==> config.mk <==
export PLATFORM = sky130hd
export DESIGN_NAME = fish_scanner
export DESIGN_NICKNAME = d
export VERILOG_FILES = /design/src/rtl/fish_scanner.sv
export SDC_FILE = /design/constraint.sdc
export NUM_CORES = 1
export LEC_CHECK = 0
export BUFFER_PORTS_ARGS = -buffer_cell sky130_fd_sc_hd__buf_4
export CAP_MARGIN = 20
export CORE_MARGIN = 1.5
export CORE_UTILIZATION = 55
export DETAILED_ROUTE_END_ITERATION = 7
export PLACE_DENSITY = 0.76
export SLEW_MARGIN = 20
export SYNTH_ARGS = -nofsm -noshare
export SYNTH_HDL_FRONTEND = slang
export SYNTH_SLANG_ARGS = --single-unit
==> constraint.sdc <==
create_clock -name Clk -period 3.9 [get_ports Clk]
set_clock_uncertainty 0.05 [all_clocks]
set_input_delay 0.39 -clock Clk [delete_from_list [all_inputs] [get_ports Clk]]
set_output_delay 0.39 -clock Clk [all_outputs]
set_load 0.02 [all_outputs]
==> src/rtl/fish_scanner.sv <==
// -----------------------------------------------------------------------------
// fish_scanner
//   Horizontal fish-motion generator. After a Load the fish left edge (Fpos)
//   sweeps right/left between X_MIN and X_MAX-width, one STEP every Peff clocks
//   while Run is high. Hit reports, one edge late, whether the rod x-position
//   lies over the fish.
//
// Parameters
//   X_MIN    left bound of the fish left edge (signed pixels)
//   X_MAX    right bound of the fish right edge (signed pixels)
//   STEP     pixels moved per step, 1..15
//
// Ports
//   Clk        in   system clock, rising edge
//   Reset      in   asynchronous active-high reset
//   Load       in   pulse: capture Start_pos/Fish_w/Period, enter LOADED
//   Clear      in   pulse: unload fish, enter IDLE (Fpos/Dir hold)
//   Run        in   level: motion advances only while high
//   Start_pos  in   [10:0] signed start x of fish left edge
//   Fish_w     in   [5:0]  fish width, 1..63
//   Period     in   [15:0] clocks per step, 0 behaves as 1
//   Rpos       in   [10:0] signed rod x-position
//   Fpos       out  [10:0] signed fish left edge
//   Dir        out  1 = moving right, 0 = moving left
//   Step       out  one-cycle pulse after each motion step
//   Hit        out  registered Rpos within [Fpos, Fpos+width]
//   Loaded     out  high in LOADED or SCAN
// -----------------------------------------------------------------------------
module fish_scanner #(
    parameter int X_MIN = -64,
    parameter int X_MAX = 639,
    parameter int STEP  = 2
) (
    input  logic               Clk,
    input  logic               Reset,
    input  logic               Load,
    input  logic               Clear,
    input  logic               Run,
    input  logic signed [10:0] Start_pos,
    input  logic        [5:0]  Fish_w,
    input  logic        [15:0] Period,
    input  logic signed [10:0] Rpos,
    output logic signed [10:0] Fpos,
    output logic               Dir,
    output logic               Step,
    output logic               Hit,
    output logic               Loaded
);

    typedef enum logic [1:0] {
        S_IDLE,
        S_LOADED,
        S_SCAN
    } state_t;

    localparam logic signed [11:0] C_XMIN = 12'(X_MIN);
    localparam logic signed [11:0] C_XMAX = 12'(X_MAX);
    localparam logic signed [11:0] C_STEP = 12'(STEP);

    state_t             r_state;
    state_t             w_state_nxt;
    logic signed [10:0] r_fpos;
    logic               r_dir;
    logic               r_step;
    logic               r_hit;
    logic        [15:0] r_timer;
    logic        [5:0]  r_width;
    logic        [15:0] r_period;

    logic               w_loaded;
    logic               w_scan_run;
    logic               w_step_en;
    logic        [15:0] w_pm1;

    // All position arithmetic is done 12-bit signed so intermediate sums
    // near the bounds cannot wrap.
    logic signed [11:0] w_fpos12;
    logic signed [11:0] w_w12;
    logic signed [11:0] w_rpos12;
    logic signed [11:0] w_right_sum;
    logic signed [11:0] w_right_lim;
    logic signed [11:0] w_left_diff;
    logic signed [11:0] w_hit_hi;
    logic signed [11:0] w_mv_fpos;
    logic               w_mv_dir;
    logic signed [11:0] w_start12;
    logic signed [11:0] w_ld_w12;
    logic signed [11:0] w_ld_hi;
    logic signed [11:0] w_ld_fpos;
    logic               w_hit_nxt;

    // ---------------- FSM: state register ----------------
    always_ff @(posedge Clk or posedge Reset) begin
        if (Reset) begin
            r_state <= S_IDLE;
        end else begin
            r_state <= w_state_nxt;
        end
    end

    // ---------------- FSM: next state ----------------
    always_comb begin
        w_state_nxt = r_state;
        if (Clear) begin
            w_state_nxt = S_IDLE;
        end else if (Load) begin
            w_state_nxt = S_LOADED;
        end else begin
            case (r_state)
                S_IDLE:   w_state_nxt = S_IDLE;
                S_LOADED: if (Run) w_state_nxt = S_SCAN;
                S_SCAN:   if (!Run) w_state_nxt = S_LOADED;
                default:  w_state_nxt = S_IDLE;
            endcase
        end
    end

    // ---------------- FSM: outputs / enables ----------------
    always_comb begin
        w_loaded   = (r_state != S_IDLE);
        // Clear and Load outrank motion, so a step edge that coincides with
        // either produces no movement and no Step pulse.
        w_scan_run = (r_state == S_SCAN) && Run && !Clear && !Load;
        w_step_en  = w_scan_run && (r_timer == w_pm1);
    end

    // ---------------- datapath arithmetic ----------------
    assign w_pm1       = (r_period == '0) ? '0 : (r_period - 16'd1);
    assign w_fpos12    = {r_fpos[10], r_fpos};
    assign w_w12       = {6'b000000, r_width};
    assign w_rpos12    = {Rpos[10], Rpos};
    assign w_right_sum = w_fpos12 + C_STEP + w_w12;
    assign w_right_lim = C_XMAX - w_w12;
    assign w_left_diff = w_fpos12 - C_STEP;
    assign w_hit_hi    = w_fpos12 + w_w12;
    assign w_hit_nxt   = w_loaded && (w_rpos12 >= w_fpos12) && (w_rpos12 <= w_hit_hi);

    assign w_start12   = {Start_pos[10], Start_pos};
    assign w_ld_w12    = {6'b000000, Fish_w};
    assign w_ld_hi     = C_XMAX - w_ld_w12;

    always_comb begin
        w_ld_fpos = w_start12;
        if (w_start12 < C_XMIN) begin
            w_ld_fpos = C_XMIN;
        end else if (w_start12 > w_ld_hi) begin
            w_ld_fpos = w_ld_hi;
        end
    end

    // A bounce step clamps to the bound and reverses; it still counts as a
    // step even when the clamped position equals the current one.
    always_comb begin
        w_mv_fpos = w_fpos12;
        w_mv_dir  = r_dir;
        if (r_dir) begin
            if (w_right_sum > C_XMAX) begin
                w_mv_fpos = w_right_lim;
                w_mv_dir  = 1'b0;
            end else begin
                w_mv_fpos = w_fpos12 + C_STEP;
            end
        end else begin
            if (w_left_diff < C_XMIN) begin
                w_mv_fpos = C_XMIN;
                w_mv_dir  = 1'b1;
            end else begin
                w_mv_fpos = w_left_diff;
            end
        end
    end

    // ---------------- datapath registers ----------------
    always_ff @(posedge Clk or posedge Reset) begin
        if (Reset) begin
            r_fpos   <= 11'(C_XMIN);
            r_dir    <= 1'b1;
            r_step   <= 1'b0;
            r_hit    <= 1'b0;
            r_timer  <= '0;
            r_width  <= '0;
            r_period <= '0;
        end else begin
            r_step <= 1'b0;
            r_hit  <= w_hit_nxt;
            if (Clear) begin
                r_timer <= '0;
            end else if (Load) begin
                r_timer  <= '0;
                r_dir    <= 1'b1;
                r_width  <= Fish_w;
                r_period <= Period;
                r_fpos   <= 11'(w_ld_fpos);
            end else if (w_scan_run) begin
                if (w_step_en) begin
                    r_timer <= '0;
                    r_step  <= 1'b1;
                    r_fpos  <= 11'(w_mv_fpos);
                    r_dir   <= w_mv_dir;
                end else begin
                    r_timer <= r_timer + 16'd1;
                end
            end
        end
    end

    assign Fpos   = r_fpos;
    assign Dir    = r_dir;
    assign Step   = r_step;
    assign Hit    = r_hit;
    assign Loaded = w_loaded;

endmodule

### After elaboration in Yosys (flattened, before gate mapping)

Cells that the tools add are included.

| storage, ports and cells | value |
|---|---|
| register bits after elaboration | 54 |
| logic and storage cells | 72 |

| cells by class | value |
|---|---|
| add/sub/neg operators | 8 |
| order comparisons | 6 |
| eq/ne operators | 5 |
| muxes and demuxes | 28 |
| bitwise logic cells | 1 |
| reduce and logical (&&, ||, !) cells | 16 |

Operator list:

| operator | count |
|---|---|
| 11-bit two-way mux | 8 |
| 16-bit two-way mux | 5 |
| 10-bit by 6-bit subtractor with 11-bit output, first input constant | 2 |
| 16-bit by 1-bit adder with 16-bit output, second input constant | 1 |
| 16-bit == test | 1 |
| 16-bit zero test | 1 |
| 16-bit by 1-bit subtractor with 16-bit output, second input constant | 1 |
| 11-bit by 3-bit adder with 12-bit output, second input constant | 1 |
| 11-bit by 7-bit adder with 12-bit output | 1 |
| 12-bit by 7-bit adder with 12-bit output | 1 |
| 12-bit by 11-bit > comparator with 1-bit output, second input constant | 1 |
| 11-bit by 12-bit <= comparator with 1-bit output | 1 |
| 12-bit by 7-bit < comparator with 1-bit output, second input constant | 1 |
| 11-bit by 3-bit subtractor with 12-bit output, second input constant | 1 |
| 11-bit greater-or-equal comparator | 1 |
| 11-bit > comparator | 1 |
| 11-bit by 7-bit < comparator with 1-bit output, second input constant | 1 |
| 1-bit two-way mux | 10 |
| 2-bit two-way mux | 4 |
| 4-bit inequality test, second input constant | 2 |
| 1-bit logical AND | 6 |
| 2-bit nonzero test | 3 |
| 2-bit case mux with 2 select lines | 1 |
| 2-bit AND reduction | 2 |
| other kinds (6) | 7 |

### Logic depth before layout (Yosys ltp)

| logic depth | value |
|---|---|
| word-level depth | 9 |
| mapped depth | 18 |
| gate-level depth less buffers | 18 |

### Worst setup path after synthesis

OpenSTA, ideal clock, no wires.

| timing | value |
|---|---|
| path kind | register to register |
| from | register r_fpos[1], in the netlist Fpos[1] |
| to | register r_fpos[0], in the netlist Fpos[0] |
| library setup time | 128 ps |
| arrival | 3459 ps |
| data required time | 3722 ps |
| path slack | 263 ps |
| cell stages (with the launch flop) | 16 |
| path buffers | 2 |
| cells stage by stage | dfrtp_1 > clkbuf_1 > and2_1 > nand2_1 > xnor2_1 > ha_1 > a21o_1 > a21oi_1 > nand2_1 > or3b_2 > a211o_1 > o211ai_1 > or3_1 > clkbuf_1 > o22ai_1 > mux2_1 |

| on the way | value |
|---|---|
| word-level cells in the longest chain between the ends | 8 |
| elaborated cells on any way between the ends | 11 |

Ends and longest elaborated chain:

| what | line | text |
|---|---|---|
| start: declaration | 62 | `logic signed [10:0] r_fpos;` |
| start signal: assignment | 176 | `r_fpos <= 11'(C_XMIN);` |
| start signal: assignment | 193 | `r_fpos <= 11'(w_ld_fpos);` |
| start signal: assignment | 198 | `r_fpos <= 11'(w_mv_fpos);` |
| 11-bit by 3-bit adder with 12-bit output | -- |  |
| 12-bit by 7-bit adder with 12-bit output | 132 | `assign w_right_sum = w_fpos12 + C_STEP + w_w12;` |
| 12-bit by 11-bit > comparator with 1-bit output | 157 | `if (w_right_sum > C_XMAX) begin` |
| 11-bit two-way mux | 157 |  |
| 11-bit two-way mux (*) | 156 | `if (r_dir) begin` |
| 11-bit two-way mux (*) | 195 | `if (w_step_en) begin` |
| 11-bit two-way mux (*) | 194 | `end else if (w_scan_run) begin` |
| 11-bit two-way mux (*) | 188 | `end else if (Load) begin` |

Mark *: on every way between the ends. The rest lies on a longest branch, timed or not. The select of a mux whose other input is x is not followed.
A chain may end at the register's enable or synchronous reset.

### Worst setup path in the final report

| timing | value |
|---|---|
| from | register r_fpos[2], in the netlist Fpos[2] |
| to | register r_fpos[0], in the netlist Fpos[0] |

The elaborated chain is that of the path after synthesis.

==> impl_metrics.sql <==
INSERT INTO impl_metrics (metric_group, metric, value, unit) VALUES
('routing', 'detail_route.first_pass.iterations', '5', ''),
('synthesis', 'post_synth_num_cell_types', '69', ''),
('critical_path', 'cpPeakStageDelay', '0.49', 'ns'),
('die', 'die_span_y', '98.5', 'microns'),
('hold_path', 'min_path_type', 'in -> async', ''),
('synthesis', 'dominant_combinational_cell_family_by_area_after_synthesis', 'simple AND/OR/NAND/NOR gates', ''),
('placement', 'post_place_worst_slack', '0.134', 'ns'),
('critical_path', 'critical_path.most_common_cell', 'nand2_1', ''),
('power_and_ir_drop', 'comb_power_share', '48.4', '%'),
('routing', 'wire_per_inst', '17.0', 'microns'),
('critical_path', 'end_kind', 'flip-flop', ''),
('placement', 'port_buffers', '63', ''),
('routing', 'detail_route.iter0.violations', '443', ''),
('cts', 'cts_buffers', '5', ''),
('power_and_ir_drop', 'ir_worst_vdd', '0.000205', 'V'),
('sta', 'post-route-worst-setup-slack', '0.289', 'ns'),
('layout', 'layout_commonest_cell', 'buf_4', ''),
('synthesis', 'compound_gate_portion_of_the_synthesized_area', '22.0', '%'),
('placement', 'dpl.cell_count', '750', ''),
('sta', 'share_of_the_cycle_needed_by_the_critical_path_after_routing', '92.6', '%'),
('global_route', 'grt-ovfl-total', '0', ''),
('die', 'initial_core_util', '57.3', '%'),
('sta', 'layout_min_cycle_time', '3.61', 'ns'),
('synthesis', 'post_synth.cell_area_avg', '8.34', 'sq um'),
('synthesis', 'synth_sequential_area_ratio', '27.1', '%'),
('cts', 'htree_levels', '2', ''),
('power_and_ir_drop', 'cellInternalPower', '0.00134', 'W'),
('die', 'die_area', '0.00971', 'sq mm'),
('sta', 'setup_viol_count_final', '0', ''),
('cts', 'clockBufferDepth', '2', ''),
('power_and_ir_drop', 'total_switching_power', '0.000966', 'W'),
('run', 'max_capacitance_violation_total', '0', ''),
('power_and_ir_drop', 'power_frac_seq', '34.0', '%'),
('critical_path', 'critical_path_arrival', '3.78', 'ns'),
('synthesis', 'ys.warnings.count', '0', ''),
('routing', 'overall_routed_net_length', '13.0', 'mm'),
('die', 'boundaryPins', '64', ''),
('critical_path', 'critPathLaunchType', 'flip-flop', ''),
('synthesis', 'synth-adder-area-share', '12.3', '%'),
('cts', 'cts-root-buf', 'clkbuf_8', ''),
('global_route', 'antenna_found_initial', '0', ''),
('synthesis', 'synth-edff-count', '0', ''),
('routing', 'ant_nets', '0', ''),
('layout', 'fin_nets', '752', ''),
('placement', 'gpl.final_weighted_congestion', '1.02', ''),
('die', 'core-area', '0.00876', 'sq mm'),
('synthesis', 'synth_cells', '602', ''),
('critical_path', 'cp.required', '4.07', 'ns'),
('synthesis', 'synthesis.area', '0.00502', 'sq mm'),
('sta', 'hold_viol', '0', ''),
('synthesis', 'ff_latch_count_synth', '54', ''),
('synthesis', 'yosys.area_share.simple', '22.1', '%'),
('cts', 'tritoncts_clock_tree', 'yes', ''),
('synthesis', 'ys_dominant_reg_cell', 'dfrtp_1', ''),
('critical_path', 'timing.critical_path.cells', 'and2_1, nand2_1, xnor2_1, ha_1, a21o_1, a21oi_1, nand2_1, a2111oi_0, a221oi_1, o211ai_1, or3_1, o22ai_1, mux2_1', ''),
('global_route', 'number_of_global_route_vias_before_repair', '4365', ''),
('outcome', 'status', 'finished, final reports clean', ''),
('layout', 'layout.cells.most_common_list', 'buf_4, dfrtp_1, ha_1, a21oi_1, nor2_1', ''),
('die', 'rows', '34', ''),
('sta', 'max_clock_freq', '277', 'MHz'),
('power_and_ir_drop', 'switching_share', '41.9', '%'),
('routing', 'post-route-drc-count', '0', ''),
('cts', 'cts.sink_count', '54', ''),
('critical_path', 'worstPathMaxFanout', '11', ''),
('sta', 'setup_total_negative_slack', '0', 'ns'),
('cts', 'clock_insertion_delay_at_the_later_pin_of_the_skew_report', '0.32', 'ns'),
('global_route', 'grt_max_degree', '30', ''),
('routing', 'post_drt_via_cell_ratio', '6.35', ''),
('critical_path', 'slowest_stage', 'dfrtp_2', ''),
('cts', 'clk_transition_reported_paths', '0.12', 'ns'),
('critical_path', 'path_class', 'reg -> reg', '');
[cell type report]
class	count	area [sq um]	share of cell area [%]
inverter	29	109	1.90
sequential	54	1360	23.7
clock inverter	3	48.8	0.850
timing repair buffer	80	601	10.5
multi-input combinational	485	3420	59.6
tap	108	135	2.35
clock buffer	5	68.8	1.20
[what timing repair did]
item | 4_1_cts | 5_1_grt
buffers inserted | 0 | 6
endpoints found under the setup margin | 0 | 26
resized for setup | 0 | 2
endpoints found under the hold margin | 0 | 0
[metal layers]
layer  up-vias  track usage (%)  part of all wire [%]  wire, microns
li1       2329                -                     -              -
met1      2282             42.7                    48           6260
met2       224             38.8                    42           5530
met3        20             3.48                   7.9           1030
met4         0             6.28                   1.5            201
met5         -                0                     0              0
[critical path: cells and delay by family (launching register included)]
| family | cells | cell delay [ns] |
|---|---|---|
| xor+xnor | 1 | 0.28 |
| mux | 1 | 0.31 |
| fa+ha+maj | 1 | 0.29 |
| flops | 1 | 0.49 |
| simple gates | 4 | 0.72 |
| compound gates | 6 | 1.36 |
[power by group through the flow]
stage	registers (W)	clock network [W]	logic [W]
6_report	0.000784	0.000407	0.00112
5_1_grt	0.000798	0.000428	0.00124
4_1_cts	0.000777	0.000408	0.00109
3_5_place_dp	0.000788	0	0.00109
3_3_place_gp	0.000781	0	0.00105
2_1_floorplan	0.000732	0	0.000824
[cells in the mapped netlist (10+ instances only)]
cell type  instances  share of area (%)
nand2b_1          10                1.2
clkbuf_1          30                2.2
inv_1             28                2.1
xnor2_1           28                4.9
dfrtp_1           48                 24
ha_1              46                 11
o31ai_1           14                2.1
a21oi_1           44                4.4
nand2_1           35                2.6
xor2_1            10                1.7
o21ai_0           28                2.8
or3_1             17                2.1
nand4_1           11                1.4
nand3_1           19                1.9
nor3_1            21                2.1
nor2_1            40                3.0
mux2_2            19                4.3
nor2b_1           10                1.2
a31oi_1           22                2.7
[cell families after synthesis]
family / Yosys count
and+or+nand+nor: 204
DFF: 54
xor gates and xnor gates: 38
adders and majority gates: 48
AOI/OAI and AO/OA: 172
buffers and inverters: 63
muxes: 23
[sequential cells by signal, summed over array words and instances (netlist names)]
name	count
r_period	16
r_timer	16
Fpos	11
r_width	6
r_state	2
Dir	1
Hit	1
Step	1
[path summary, 6_finish.rpt]
| path | startpoint | to | slack, ns | cells past startpoint |
|---|---|---|---|---|
| worst max-delay path | Fpos[2] | Fpos[0] | 0.29 | 13 |
| worst min-delay path | Reset | Hit | 0.08 | 2 |
| worst max register to register | Fpos[2] | Fpos[0] | 0.29 | 13 |
| worst min register to register | r_timer[14] | r_timer[14] | 0.50 | 1 |
| max in group asynchronous | Reset | Fpos[10] | 2.83 | 3 |
| min in group Clk | Clear | r_state[0] | 0.20 | 2 |
[metrics by stage]
step	instance area (sq um)	hold slack (ns)	util (%)	power (W)
2_1_floorplan	5020	0.406	-	0.00156
5_1_grt	5740	0.126	65.5	0.00247
4_1_cts	5690	0.104	65.0	0.00228
3_3_place_gp	5580	0.457	63.6	0.00183
3_5_place_dp	5580	0.456	63.6	0.00188
6_report	5740	0.0843	65.5	0.00231
Note: power is estimated with default switching activity, not from simulation.
